File: config.mk
export PLATFORM = sky130hd
export DESIGN_NAME = imem_loader
export DESIGN_NICKNAME = d
export VERILOG_FILES = /design/src/rtl/imem_loader.sv
export SDC_FILE = /design/constraint.sdc
export NUM_CORES = 1
export LEC_CHECK = 0
export CAP_MARGIN = 15
export CORE_ASPECT_RATIO = 0.6
export CORE_MARGIN = 4
export CORE_UTILIZATION = 40
export DETAILED_ROUTE_END_ITERATION = 16
export PLACE_DENSITY_LB_ADDON = 0.12
export SYNTH_ARGS = -nofsm -noshare
export SYNTH_HDL_FRONTEND = slang
export SYNTH_SLANG_ARGS = --single-unit
File: constraint.sdc
create_clock -name clk -period 2.7 [get_ports clk]
set_input_delay 0.81 -clock clk [delete_from_list [all_inputs] [get_ports clk]]
set_output_delay 0.81 -clock clk [all_outputs]
set_load 0.02 [all_outputs]
File: src/rtl/imem_loader.sv
// Byte-stream loader that packs big-endian words and writes them into instruction memory.
// Optional trailing checksum byte when IMEM_LOADER_CHECKSUM_EN is defined.
module imem_loader #(
    parameter int unsigned DEPTH_BYTES = 256
) (
    input  logic        clk,
    input  logic        rst_n,
    input  logic        start,
    input  logic [31:0] base_addr,
    input  logic [7:0]  load_words,
    input  logic [7:0]  byte_in,
    input  logic        byte_valid,
    output logic        byte_ready,
    output logic [31:0] iaddr,
    output logic        ins_mem_rw,
    output logic [31:0] data_in,
    output logic        busy,
    output logic        cpu_hold,
    output logic        done,
    output logic        error
);

    localparam int unsigned AW = 32;
    localparam int unsigned CW = 8;

    typedef enum logic [2:0] {
        S_IDLE,
        S_COLLECT,
        S_WRITE,
        S_FINISH
`ifdef IMEM_LOADER_CHECKSUM_EN
        , S_CHECK
`endif
    } state_t;

    state_t          state;
    logic [AW-1:0]   addr_q;
    logic [CW-1:0]   words_q;
    logic [1:0]      idx_q;
`ifdef IMEM_LOADER_CHECKSUM_EN
    logic [7:0]      sum_q;
    logic            sum_ok_q;
`endif

    // 33-bit end address so a wrapping load is rejected rather than allowed
    logic [AW:0]     end_addr_c;
    logic            start_bad_c;
    logic            xfer_c;

    assign end_addr_c  = {1'b0, base_addr} + {23'b0, load_words, 2'b00};
    assign start_bad_c = (base_addr[1:0] != 2'b00) || (end_addr_c > (AW+1)'(DEPTH_BYTES));
    assign xfer_c      = byte_valid && byte_ready;
    assign cpu_hold    = busy;

    always_ff @(posedge clk or negedge rst_n) begin
        if (!rst_n) begin
            state      <= S_IDLE;
            addr_q     <= '0;
            words_q    <= '0;
            idx_q      <= '0;
            iaddr      <= '0;
            ins_mem_rw <= 1'b1;
            data_in    <= '0;
            byte_ready <= 1'b0;
            busy       <= 1'b0;
            done       <= 1'b0;
            error      <= 1'b0;
`ifdef IMEM_LOADER_CHECKSUM_EN
            sum_q      <= '0;
            sum_ok_q   <= 1'b0;
`endif
        end else begin
            case (state)
                S_IDLE: begin
                    if (start) begin
                        done    <= 1'b0;
                        error   <= 1'b0;
                        addr_q  <= base_addr;
                        words_q <= load_words;
                        idx_q   <= '0;
`ifdef IMEM_LOADER_CHECKSUM_EN
                        sum_q   <= '0;
`endif
                        if (start_bad_c) begin
                            error <= 1'b1;
                        end else if (load_words == '0) begin
                            busy <= 1'b1;
`ifdef IMEM_LOADER_CHECKSUM_EN
                            byte_ready <= 1'b1;
                            state      <= S_CHECK;
`else
                            state      <= S_FINISH;
`endif
                        end else begin
                            busy       <= 1'b1;
                            byte_ready <= 1'b1;
                            state      <= S_COLLECT;
                        end
                    end
                end

                // Byte k lands MSB-first; the 4th byte launches the write cycle
                S_COLLECT: begin
                    if (xfer_c) begin
                        case (idx_q)
                            2'd0:    data_in[31:24] <= byte_in;
                            2'd1:    data_in[23:16] <= byte_in;
                            2'd2:    data_in[15:8]  <= byte_in;
                            default: data_in[7:0]   <= byte_in;
                        endcase
`ifdef IMEM_LOADER_CHECKSUM_EN
                        sum_q <= sum_q + byte_in;
`endif
                        idx_q <= idx_q + 2'd1;
                        if (idx_q == 2'd3) begin
                            byte_ready <= 1'b0;
                            ins_mem_rw <= 1'b0;
                            iaddr      <= addr_q;
                            state      <= S_WRITE;
                        end
                    end
                end

                S_WRITE: begin
                    ins_mem_rw <= 1'b1;
                    addr_q     <= addr_q + 32'd4;
                    words_q    <= words_q - 8'd1;
                    if (words_q == 8'd1) begin
`ifdef IMEM_LOADER_CHECKSUM_EN
                        byte_ready <= 1'b1;
                        state      <= S_CHECK;
`else
                        state      <= S_FINISH;
`endif
                    end else begin
                        byte_ready <= 1'b1;
                        state      <= S_COLLECT;
                    end
                end

`ifdef IMEM_LOADER_CHECKSUM_EN
                S_CHECK: begin
                    if (xfer_c) begin
                        sum_ok_q   <= (8'(sum_q + byte_in) == 8'h00);
                        byte_ready <= 1'b0;
                        state      <= S_FINISH;
                    end
                end
`endif

                S_FINISH: begin
                    busy  <= 1'b0;
                    state <= S_IDLE;
`ifdef IMEM_LOADER_CHECKSUM_EN
                    done  <= sum_ok_q;
                    error <= !sum_ok_q;
`else
                    done  <= 1'b1;
`endif
                end

                default: state <= S_IDLE;
            endcase
        end
    end

endmodule

==> results of run 1 <==
power by group through the flow:
stage	logic (mW)	clock network, mW	registers (mW)
after floorplan	1.47	0	3.56
after global placement	3.59	0	3.12
after detailed placement	3.69	0	3.17
after CTS	3.75	2.45	3.15
after global routing	4.08	2.55	3.27
final	3.76	2.42	3.16
final timing paths:
path	startpoint	endpoint	cells past startpoint
hold / removal	rst_n	data_in[6]	1
max in group asynchronous	rst_n	addr_q[8]	2
min in group clk	ins_mem_rw	ins_mem_rw	2
setup reg to reg	addr_q[5]	addr_q[31]	8
hold reg to reg	ins_mem_rw	ins_mem_rw	2
setup / recovery	base_addr[2]	state[1]	11
layer usage:
| metal | wire length [um] | part of all wire |
|---|---|---|
| met4 | 411 | 0.021 |
| met1 | 9240 | 0.46 |
| met5 | 0 | 0 |
| met3 | 1260 | 0.063 |
| met2 | 9100 | 0.45 |
what timing repair did:
item / CTS / global route
endpoints found under the setup margin: 5 / 7
resized for setup: 48 / 46
endpoints found under the hold margin: 0 / 0
setup buffers: 5 / 5
pin swaps: 19 / 26
cloned: 0 / 0
cell usage after synthesis, drive strengths merged (5+ instances only):
| cell type | number |
|---|---|
| a211oi | 10 |
| a21o | 5 |
| a21oi | 64 |
| a22o | 5 |
| and3 | 7 |
| buf | 10 |
| clkbuf | 21 |
| dfrtp | 112 |
| ha | 15 |
| inv | 19 |
| mux2 | 62 |
| mux2i | 5 |
| nand2 | 51 |
| nand3 | 29 |
| nand4 | 15 |
| nor2 | 54 |
| nor3 | 10 |
| nor4 | 9 |
| o21ai | 47 |
| o22ai | 18 |
| o32ai | 5 |
per-stage QoR:
stage / instances / setup slack, ns / area, sq um
6_report: 1061 / -0.150 / 9220
3_5_place_dp: 1019 / -1.03 / 8340
5_1_grt: 1061 / -0.256 / 9220
4_1_cts: 1056 / -0.237 / 9120
3_3_place_gp: 1019 / -0.993 / 8340
2_1_floorplan: 631 / -0.241 / 6180
state kept, by name, indices dropped and copies added (netlist names):
signal	cells
byte_ready	1
busy	1
idx_q	2
state	2
addr_q	32
ins_mem_rw	1
iaddr	32
error	1
done	1
words_q	8
data_in	32
logic make-up after synthesis:
kind of cell | after synthesis
buf+inv | 50
fa+ha+maj | 16
compound gates | 187
simple gates | 193
xor+xnor | 5
mux | 67
flops | 113
final cells by class:
type / instances / share of cell area
Multi-Input combinational cell: 468 / 0.363
Sequential cell: 113 / 0.307
Timing Repair Buffer: 231 / 0.227
Clock buffer: 18 / 0.0465
Tap cell: 198 / 0.0269
Clock inverter: 14 / 0.0218
Inverter: 19 / 0.00774
worst max-delay path, cell delays in order:
cell      delay (ns)
buf_8           0.10
ha_4            0.15
fa_2            0.39
a211oi_4        0.29
o21ai_2         0.08
a21oi_2         0.24
nor3_2          0.06
or4_4           0.49
nor3_4          0.13
o2111a_2        0.27
a41o_1          0.17
==> impl_summary.md, run 1 <==
Yosys
The post-synthesis xor/xnor area fraction is 0.00711. By area, the combinational part of the netlist is dominated by compound AO/OA/AOI/OAI gates. The post-synthesis share of cell area spent on and, or, nand and nor gates is 0.156. The cell accounting for the most synthesized area is dfrtp_1. The cell area that synthesis handed to floorplanning was 6160 sq um. The count of flip-flops with a built-in enable after synthesis is 0. The complex-gate fraction of the synthesized area was 0.189. Synthesis inferred 113 register bits. The Yosys step of the flow raised 0 warnings. Of the synthesized area, sequential elements account for 0.459. The share of Yosys cell area claimed by the top area cell type is 0.455. The number of cells produced by synthesis is 631. In this run the mean area of a mapped cell was 9.76 sq um. The post-synth net total is 699. The dominant synthesized flop cell is dfrtp_1. The distinct cell type count after synthesis is 69.

Measured against the total synthesized area, the mux share comes to 0.121. Ranked by total cell area, the synthesized netlist is headed by dfrtp_1, mux2_2, a21oi_1. After synthesis, the share of flip-flops with an asynchronous set or reset is 1.00.

Of the total synthesized cell area, the portion taken by full adders, half adders and majority gates is 0.0337.

Pwr
In this run the power spent charging and discharging nets is 3.42 mW. Power comes to 9.34 mW. The power density over cell area is 1010 nW/um^2. For this design the static power due to leakage is 3.99 nW. The share of total power in combinational logic is 0.403. The share of total power dissipated in sequential elements is 0.338. The switching portion of total power is 0.366. The internal power of the cells totals 5.92 mW.

VDD sags by at most 533 uV. Of the total power, the clock network draws 0.259.

Finish
The area of the multi-input gates is 3350 sq um. The commonest non-fill, non-tap cell in the layout is dfrtp_1. The register area is 2830 sq um.

The number of nets at the end of the flow is 918. Of the cells placed in the final design, the portion with a size suffix greater than 1 is 0.301. The number of antenna diodes in the final layout is 0. From synthesis to final layout, the design area changed by 49.7%. Measured on the finished design, the core utilization comes to 0.625. The top cell types in the final layout, fill and taps aside, are dfrtp_1, buf_4, clkdlybuf4s50_1, mux2_2, a21oi_1. The layout has 1201 filler cells.

Clock network
The clock latency on the worst-skew pair is 0.41 ns. The cts-stage hold buffer count is 0. CTS placed an instance of clkbuf_16 at the clock tree root.

CTS built an H-tree with a depth of 4. The post-CTS clock slew at the launch and capture registers of the worst setup and hold paths is 0.06 ns. The maximum clock insertion buffer count is 2. The tree built by TritonCTS fans out to 113 sinks. The total CTS buffers is 17.

The clock tree from TritonCTS is built.

Routing
The routed layout has 5999 vias. Dividing the detail-routed wire length by the instance count gives 18.9 um. The number of nets with antenna violations after detailed routing is 0.

The count of routing violations after the opening detailed-route iteration is 438. The number of DRC violations after detailed routing is 0. For this run, the detailed router's first-pass iteration total came to 5.

Using the TritonRoute via totals, the vias-per-cell ratio works out to 5.65. The detailed-route wire length is 20000 um.

Global routing
The met2 track utilization from global routing is 0.356. The leftover overflow at the end of global routing is 0. The via count of the first global-routing pass came to 6016.

The initial antenna violation count came to 0. The layer carrying the most global-route usage is met2. Entering global routing, the biggest net connects 47 pins. The met3 layer usage reported by global route is 0.0441.

The met1 usage is 0.330. The wire length of the first global-routing pass is 32600 um. For this run, the total global-route usage over all layers was measured as 0.230.

Timing
The number of max-slew violations in the final report came to 0. Setup repair after global routing could not meet its margin everywhere. The pin slew with the least headroom to its limit is 0.624 ns. Once routing completed, OpenROAD measured the worst setup slack at -0.150 ns. The worst hold slack is 0.364 ns.

Setup violations remaining at the end of the flow were counted as 5. Across the routed clock network, the largest skew measured is 0.00823 ns. The final critical-path share of the clock period is 1.06. For this run, the top clock speed supported by timing is 351 MHz.

The final critical delay including setup and external delays is 2.85 ns. The number of hold violations in the final report is 0. The worst pin sits at a relative slew slack of 0.579. The setup total negative slack is -0.677 ns.

Run status
The final reports fail on negative setup slack. The flow ran to the end, but the final reports show violations.

Min path
The min-delay analysis places its worst path in the category in2async.

Floorplanning
The top-level I/O count is 122. The floorplan step defined a core boundary enclosing 14800 sq um. The die covers 17500 sq um. The effective utilization at floorplan is 0.417. The height of the die is 104 um. The die width is 168 um. Row generation in the floorplan step produced 34 rows.

Worst setup path
Data on the critical path is required at its endpoint by 3.04 ns. The critical path is of the in2reg type. The reg2reg setup slack is 0.27 ns. Of all nets on the critical path, the largest fanout is 5. The startpoint class of the critical path is an input pin. The data arrival time at the worst-slack endpoint is 3.20 ns. The worst setup path is captured at a flip-flop.

Placement
During placement, the flow inserted port buffers numbering 121. The HPWL reported at the end of detailed placement is 14900 um. Routability-driven placement finished with a final weighted congestion of 0.884.

Job
The max-cap violation count is 0.
(Power assumes the default switching activity.)
==> run 2: changes to the inputs <==
--- a/config.mk
+++ b/config.mk
@@ -10,6 +10,7 @@
 export CORE_MARGIN = 4
 export CORE_UTILIZATION = 40
 export DETAILED_ROUTE_END_ITERATION = 16
+export GPL_TIMING_DRIVEN = 0
 export PLACE_DENSITY_LB_ADDON = 0.12
 export SYNTH_ARGS = -nofsm -noshare
 export SYNTH_HDL_FRONTEND = slang
==> run 2 against run 1 <==
Compared with the run above: fmax rose by 0.47%; sequential share of layout area up 2.4 points; the flow still finishes with violations (negative setup slack); setup slack gained 0.013 ns; critical path type unchanged; largest cell class unchanged; sequential cell count stayed put; utilization is 4.5 points lower; via count fell by 3.6%; largest power group unchanged.
==> impl_summary.md, run 2 (synthesized netlist as in run 1, its figures left out) <==
Timing
Of the available clock period, the critical path in the final layout requires 1.05. The number of hold violations in the final report is 0. The pin slew with the least headroom to its limit is 0.758 ns.

The number of max-slew violations in the final report was 0. Timing would allow up to 352 MHz. Setup repair after global routing could not meet its margin everywhere. The final setup skew is 0.00475 ns. In this run the tightest slew margin relative to its limit is 0.494. Setup slack on the critical path of the routed design comes to -0.137 ns. The routed design could run at a clock period as short as 2.84 ns.

The setup total negative slack is -0.544 ns. Setup violations remaining at the end of the flow were counted as 5.

Worst setup path
STA puts the critical path data required time at 3.05 ns. STA classifies the critical path startpoint as an input pin. Walking the worst path, the cells encountered are clkdlybuf4s50_1, nand3_1, nor2_1, nand2_1, a2111o_1, a211o_1, nor3_2, o2111a_2, a41o_1. In this run the worst path has a maximum fanout of 6. The maximum cell stage delay along the critical path is 0.63 ns. The type of destination of the critical path is a flip-flop.

The critical path in this run is classified as in2reg. The cell at the slowest stage of the critical path is clkdlybuf4s50_1. Data arrives at the worst endpoint at 3.18 ns.

Finish
The commonest non-fill, non-tap cell in the layout is dfrtp_1. The layout has 1271 filler cells. The sequential cells in the finished layout cover a total of 2830 sq um. The post-route non-filler standard cell count is 1003.

The area of the multi-input gates is 3340 sq um. The largest registers in the layout are addr_q (32), data_in (32), iaddr (32). The antenna diode instance count is 0. The synthesis-to-layout area growth is 38.9%. In the final design database the tool counted 860 nets. In the final layout, the share of cells above drive strength 1 is 0.239.

In the layout the commonest cells are dfrtp_1, clkdlybuf4s50_1, mux2_2, a21oi_1, nor2_1.

Clock network
The clock root buffer master is clkbuf_16. CTS built an H-tree with a depth of 4. The cts-stage hold buffer count is 0. The post-CTS clock slew at the launch and capture registers of the worst setup and hold paths is 0.06 ns. The maximum clock insertion buffer count is 2.

The clock tree from TritonCTS is built. The clock sink count is 113. At the later pin of the worst-skew pair, clock insertion delay measures 0.41 ns. Clock tree synthesis inserted a total of 17 buffers.

Floorplanning
The effective utilization at floorplan is 0.417. The die area is 17500 sq um. The floorplan step set the die width to 168 um. Measured along the y axis, the die boundary spans 104 um. During I/O placement, the number of pins put on the boundary was 122. The core footprint is 14800 sq um.

The row count is 34.

Routing
In the final routed layout, each cell accounts on average for 20.3 um. The number of nets with antenna violations after detailed routing is 0. The routed via count is 5784. In the routed design, unresolved DRC markers number 0. The count of routing violations after the opening detailed-route iteration is 574. For this run, the detailed router's first-pass iteration total came to 5. Summed over all layers, the routed wires come to 20400 um. In the routed layout, each cell is associated on average with a via count of 5.77.

Placement
OpenSTA, run right after detailed placement, puts the worst setup slack at -1.23 ns. The cell total after placement is 948. The final weighted congestion in routability-driven placement is 0.887.

The HPWL reported at the end of detailed placement is 15000 um. Input and output buffers added on the ports amount to 118.

Pwr
IR analysis of the VDD net gives a maximum drop of 674 uV. The power density over cell area is 1050 nW/um^2. The leakage power is 3.60 nW.

Run status
The flow ran to the end, but the final reports show violations. The checks that failed: negative setup slack.

Job
Max-cap violations in this run came to 0.

Global routing
The first global-routing pass estimated 32000 um of wire. For this run, the total global-route usage over all layers was measured as 0.231. The initial antenna violation count is 0.

Summed over all layers, the global routing overflow is 0. The via count of the first global-routing pass is 5758. Entering global routing, the biggest net connects 59 pins.

Min path
The path class of the tightest hold or removal check is reg2reg.
run 2: cell count changes in the layout (fill, tap and decap cells not counted), moves of 4 or more:
cell / delta
buf_2: +11
clkbuf_1: +8
dlygate4sd2_1: +4
clkbuf_2: +4
clkdlybuf4s50_1: -9
buf_4: -75
buf_12: -6
run 2: critical path: cells and delay by family:
family / cells / cell delay, ns
compound gates: 4 / 1.22
buf+inv: 1 / 0.63
simple gates: 4 / 0.52
run 2: metal layers:
metal	vias up	wire, um	global-route usage
met2	249	8820	0.335
li1	2676	-	-
met3	29	1580	0.0505
met4	0	305	0.0614
met5	-	0	0
met1	2830	9690	0.348
run 2: final cells by class:
cell class | instances | share of cell area
Buffer | 29 | 0.0171
Clock buffer | 17 | 0.0497
Clock inverter | 15 | 0.0159
Multi-Input combinational cell | 468 | 0.391
Tap cell | 198 | 0.0290
Inverter | 19 | 0.00834
Sequential cell | 113 | 0.331
Timing Repair Buffer | 144 | 0.158
run 2: final timing paths:
check                         startpoint     endpoint  slack [ns]  depth (start not counted)
min in group asynchronous          rst_n  data_in[30]        0.47                          1
hold / removal                ins_mem_rw   ins_mem_rw        0.46                          2
hold reg to reg               ins_mem_rw   ins_mem_rw        0.46                          2
setup / recovery           base_addr[26]     state[1]       -0.14                          9
max in group asynchronous          rst_n   ins_mem_rw        1.42                          2
setup reg to reg               addr_q[5]   addr_q[31]        0.12                          9
run 2: stage by stage:
stage / utilization / hold slack [ns] / instance area [sq um] / power [mW]
6_report: 0.580 / 0.459 / 8550 / 8.97
3_3_place_gp: 0.516 / 0.452 / 7610 / 6.60
3_5_place_dp: 0.517 / 0.454 / 7640 / 6.72
5_1_grt: 0.580 / 0.494 / 8550 / 9.49
4_1_cts: 0.572 / 0.463 / 8440 / 8.94
2_1_floorplan: - / 0.442 / 6180 / 5.03
run 2: repair_timing:
item	4_1_cts	5_1_grt
setup buffers	15	10
pin swaps	22	19
setup endpoints to repair	67	64
resized for setup	89	33
run 2: power breakdown:
| group | internal, mW | switching [mW] | total (mW) |
|---|---|---|---|
| clock network | 1.27 | 0.866 | 2.14 |
| logic | 1.76 | 1.96 | 3.72 |
| registers | 2.48 | 0.628 | 3.11 |
==> run 3: changes to the inputs <==
--- a/config.mk
+++ b/config.mk
@@ -9,6 +9,8 @@
 export CORE_ASPECT_RATIO = 0.6
 export CORE_MARGIN = 4
 export CORE_UTILIZATION = 40
+export CTS_BUF_LIST = sky130_fd_sc_hd__clkbuf_8
+export CTS_CLUSTER_SIZE = 10
 export DETAILED_ROUTE_END_ITERATION = 16
 export GPL_TIMING_DRIVEN = 0
 export PLACE_DENSITY_LB_ADDON = 0.12
==> run 3 against run 2 <==
Compared with the run above: sequential share of layout area up 0.79 points; via count up 0.35%; non-clock buffer count down 1; highest routed layer unchanged; cell count about the same; clock skew up 0.0049 ns; critical path depth down 2; the flow still finishes with violations (negative setup slack); sequential power about the same; setup slack worse by 0.042 ns; sequential cell count unchanged; die area unchanged; combinational power about the same; cell area down 2.3%.
==> impl_summary.md, run 3 (synthesized netlist as in run 1, its figures left out) <==
Run status
The flow ran to the end, but the final reports show violations. The final reports fail on negative setup slack.

Placement
Counting tap cells, the placed design contains a total of 948 instances. The final weighted congestion in routability-driven placement is 0.887. The number of input and output port buffers inserted is 118. The HPWL reported at the end of detailed placement is 15000 um.

Min path
The type of the tightest min-delay check is in2async.

Pwr
The power density over cell area is 997 nW/um^2. The post-layout total power is 8.33 mW. The peak ir drop on the vdd network is 654 uV. The leakage power is 3.48 nW.

Finish
The post-route non-filler standard cell count is 1002. In the final layout, the share of cells above drive strength 1 is 0.238. Leaving out fill and tap cells, the most frequent cells in the layout are dfrtp_1, clkdlybuf4s50_1, mux2_2, a21oi_1, nor2_1. The largest registers in the layout are addr_q (32), data_in (32), iaddr (32).

The commonest non-fill, non-tap cell in the layout is dfrtp_1. After the last flow step, the layout net total stands at 859. The synthesis-to-layout area growth is 35.6%. The antenna diode instance count is 0.

Routing
The length of the first detailed-routing pass in iterations is 5. The final layout contains routed wiring with a total length of 20100 um. The routed via count is 5804. The mean routed wirelength per cell is 20.0 um. The average vias per placed instance is 5.79. The number of DRC violations after detailed routing is 0.

Once detail routing completed, the nets flagged for antenna violations numbered 0. In this run, the number of DRC markers left after iteration 0 of detailed routing was 690.

Floorplanning
The effective utilization at floorplan is 0.417. In this run the horizontal extent of the chip is 168 um. The height of the die is 104 um. The die area is 17500 sq um. The row count is 34. The core footprint is 14800 sq um. In this run the count of I/O pins placed on the die edge is 122.

Global routing
The via count of the first global-routing pass is 5698. Entering global routing, the biggest net connects 59 pins. The first global-routing pass estimated 31700 um of wire. The initial antenna violation count is 0. The all-layer global routing usage is 0.228. For this run the aggregate overflow at the end of global routing stands at 0.

Worst setup path
The data arrival time at the worst-slack endpoint is 3.25 ns. The family of cells with the greatest summed delay on the critical path is compound AO/OA/AOI/OAI gates. The critical setup path kind is in2reg.

The critical-path maximum fanout is 5. The slowest stage of the critical path belongs to the cell clkdlybuf4s50_1. For flop-to-flop paths, the worst setup slack is 0.17 ns.

Walking the worst path, the cells encountered are clkdlybuf4s50_1, or3b_2, a2111o_1, a211o_1, nor3_2, o2111a_2, a41o_1. The type of destination of the critical path is a flip-flop. Counting both buffers and inverters, the worst setup path holds a total of 1. For the worst setup path, the data required time is 3.07 ns. STA classifies the critical path startpoint as an input pin.

The maximum cell stage delay along the critical path is 0.51 ns.

Timing
After layout, the minimum clock period comes to 2.88 ns. The number of hold violations in the final report is 0. The final critical-path share of the clock period is 1.07. In the final timing run, aggregate negative setup slack is -0.753 ns. Once routing completed, OpenROAD measured the worst setup slack at -0.179 ns.

On the final layout, the worst hold slack is 0.448 ns. The number of setup violations in the final report is 5. The number of max-slew violations in the final report is 0. Setup repair after global routing could not meet its margin everywhere. At the pin with the least slew margin, the transition time is 0.759 ns. The worst slew margin relative to its limit is 0.494. For this run, the top clock speed supported by timing is 347 MHz.

The clock arrives with 0.00966 ns of skew.

Job
The max-cap violation count is 0.

Clock network
In this run, CTS created clock tree buffers numbering 17. TritonCTS built the clock tree. After clock tree synthesis, the clock-pin slew on the worst setup and hold paths is 0.08 ns. The clock root buffer master is clkbuf_8. The clock sink count is 113.

The cts-stage hold buffer count is 0. The maximum level of the CTS H-tree is 4. The clock latency on the worst-skew pair is 0.43 ns.

The maximum clock insertion buffer count is 2.
## run 3: per-layer routing
| metal | vias up | share of wire | GRT usage |
|---|---|---|---|
| met1 | 2869 | 0.48 | 0.348 |
| met2 | 242 | 0.43 | 0.329 |
| met5 | - | 0 | 0 |
| met4 | 0 | 0.011 | 0.0550 |
| met3 | 22 | 0.073 | 0.0471 |
| li1 | 2671 | - | - |
## run 3: worst paths after layout
check	startpoint	end	cells after the start
max in group asynchronous	rst_n	ins_mem_rw	2
min reg2reg	ins_mem_rw	ins_mem_rw	2
max	base_addr[29]	state[1]	7
max reg2reg	addr_q[5]	addr_q[31]	9
min in group clk	ins_mem_rw	ins_mem_rw	2
min	rst_n	data_in[30]	1
## run 3: final cells by class
cell class	instances	area, sq um
multi-input cells	468	3350
plain buffers	29	146
clock inverters	15	136
fillers	1296	6410
repair buffers	143	1340
well taps	198	248
flip-flops and latches	113	2830
clock buffers	17	234
inverters	19	71.3
## run 3: what timing repair did
| action | 4_1_cts | 5_1_grt |
|---|---|---|
| gates cloned | 0 | 0 |
| pin swaps | 22 | 21 |
| endpoints found under the setup margin | 65 | 44 |
| gates resized for setup | 88 | 27 |
| buffers inserted | 15 | 9 |
## run 3: where the power goes
part	internal, mW	total [mW]	switching [mW]
sequential	2.48	3.11	0.627
combinational	1.76	3.71	1.95
clock	0.733	1.51	0.779
total	4.97	8.33	3.36
## run 3: worst reg2reg max path: stages, from the launching register on
cell	delay, ns
dfrtp_1	0.32
buf_2	0.18
nand4_1	0.30
nor3b_4	0.43
nand3_1	0.23
nor2_2	0.20
nand3_1	0.23
nor2_1	0.22
mux2i_1	0.20
a21oi_1	0.08
## run 3: through the flow
stage	utilization	area [sq um]	setup WS (ns)
after floorplan	-	6180	-0.241
after global placement	0.516	7610	-3.51
after detailed placement	0.517	7640	-1.23
after CTS	0.558	8240	-0.151
after global routing	0.566	8350	-0.215
final	0.566	8350	-0.179
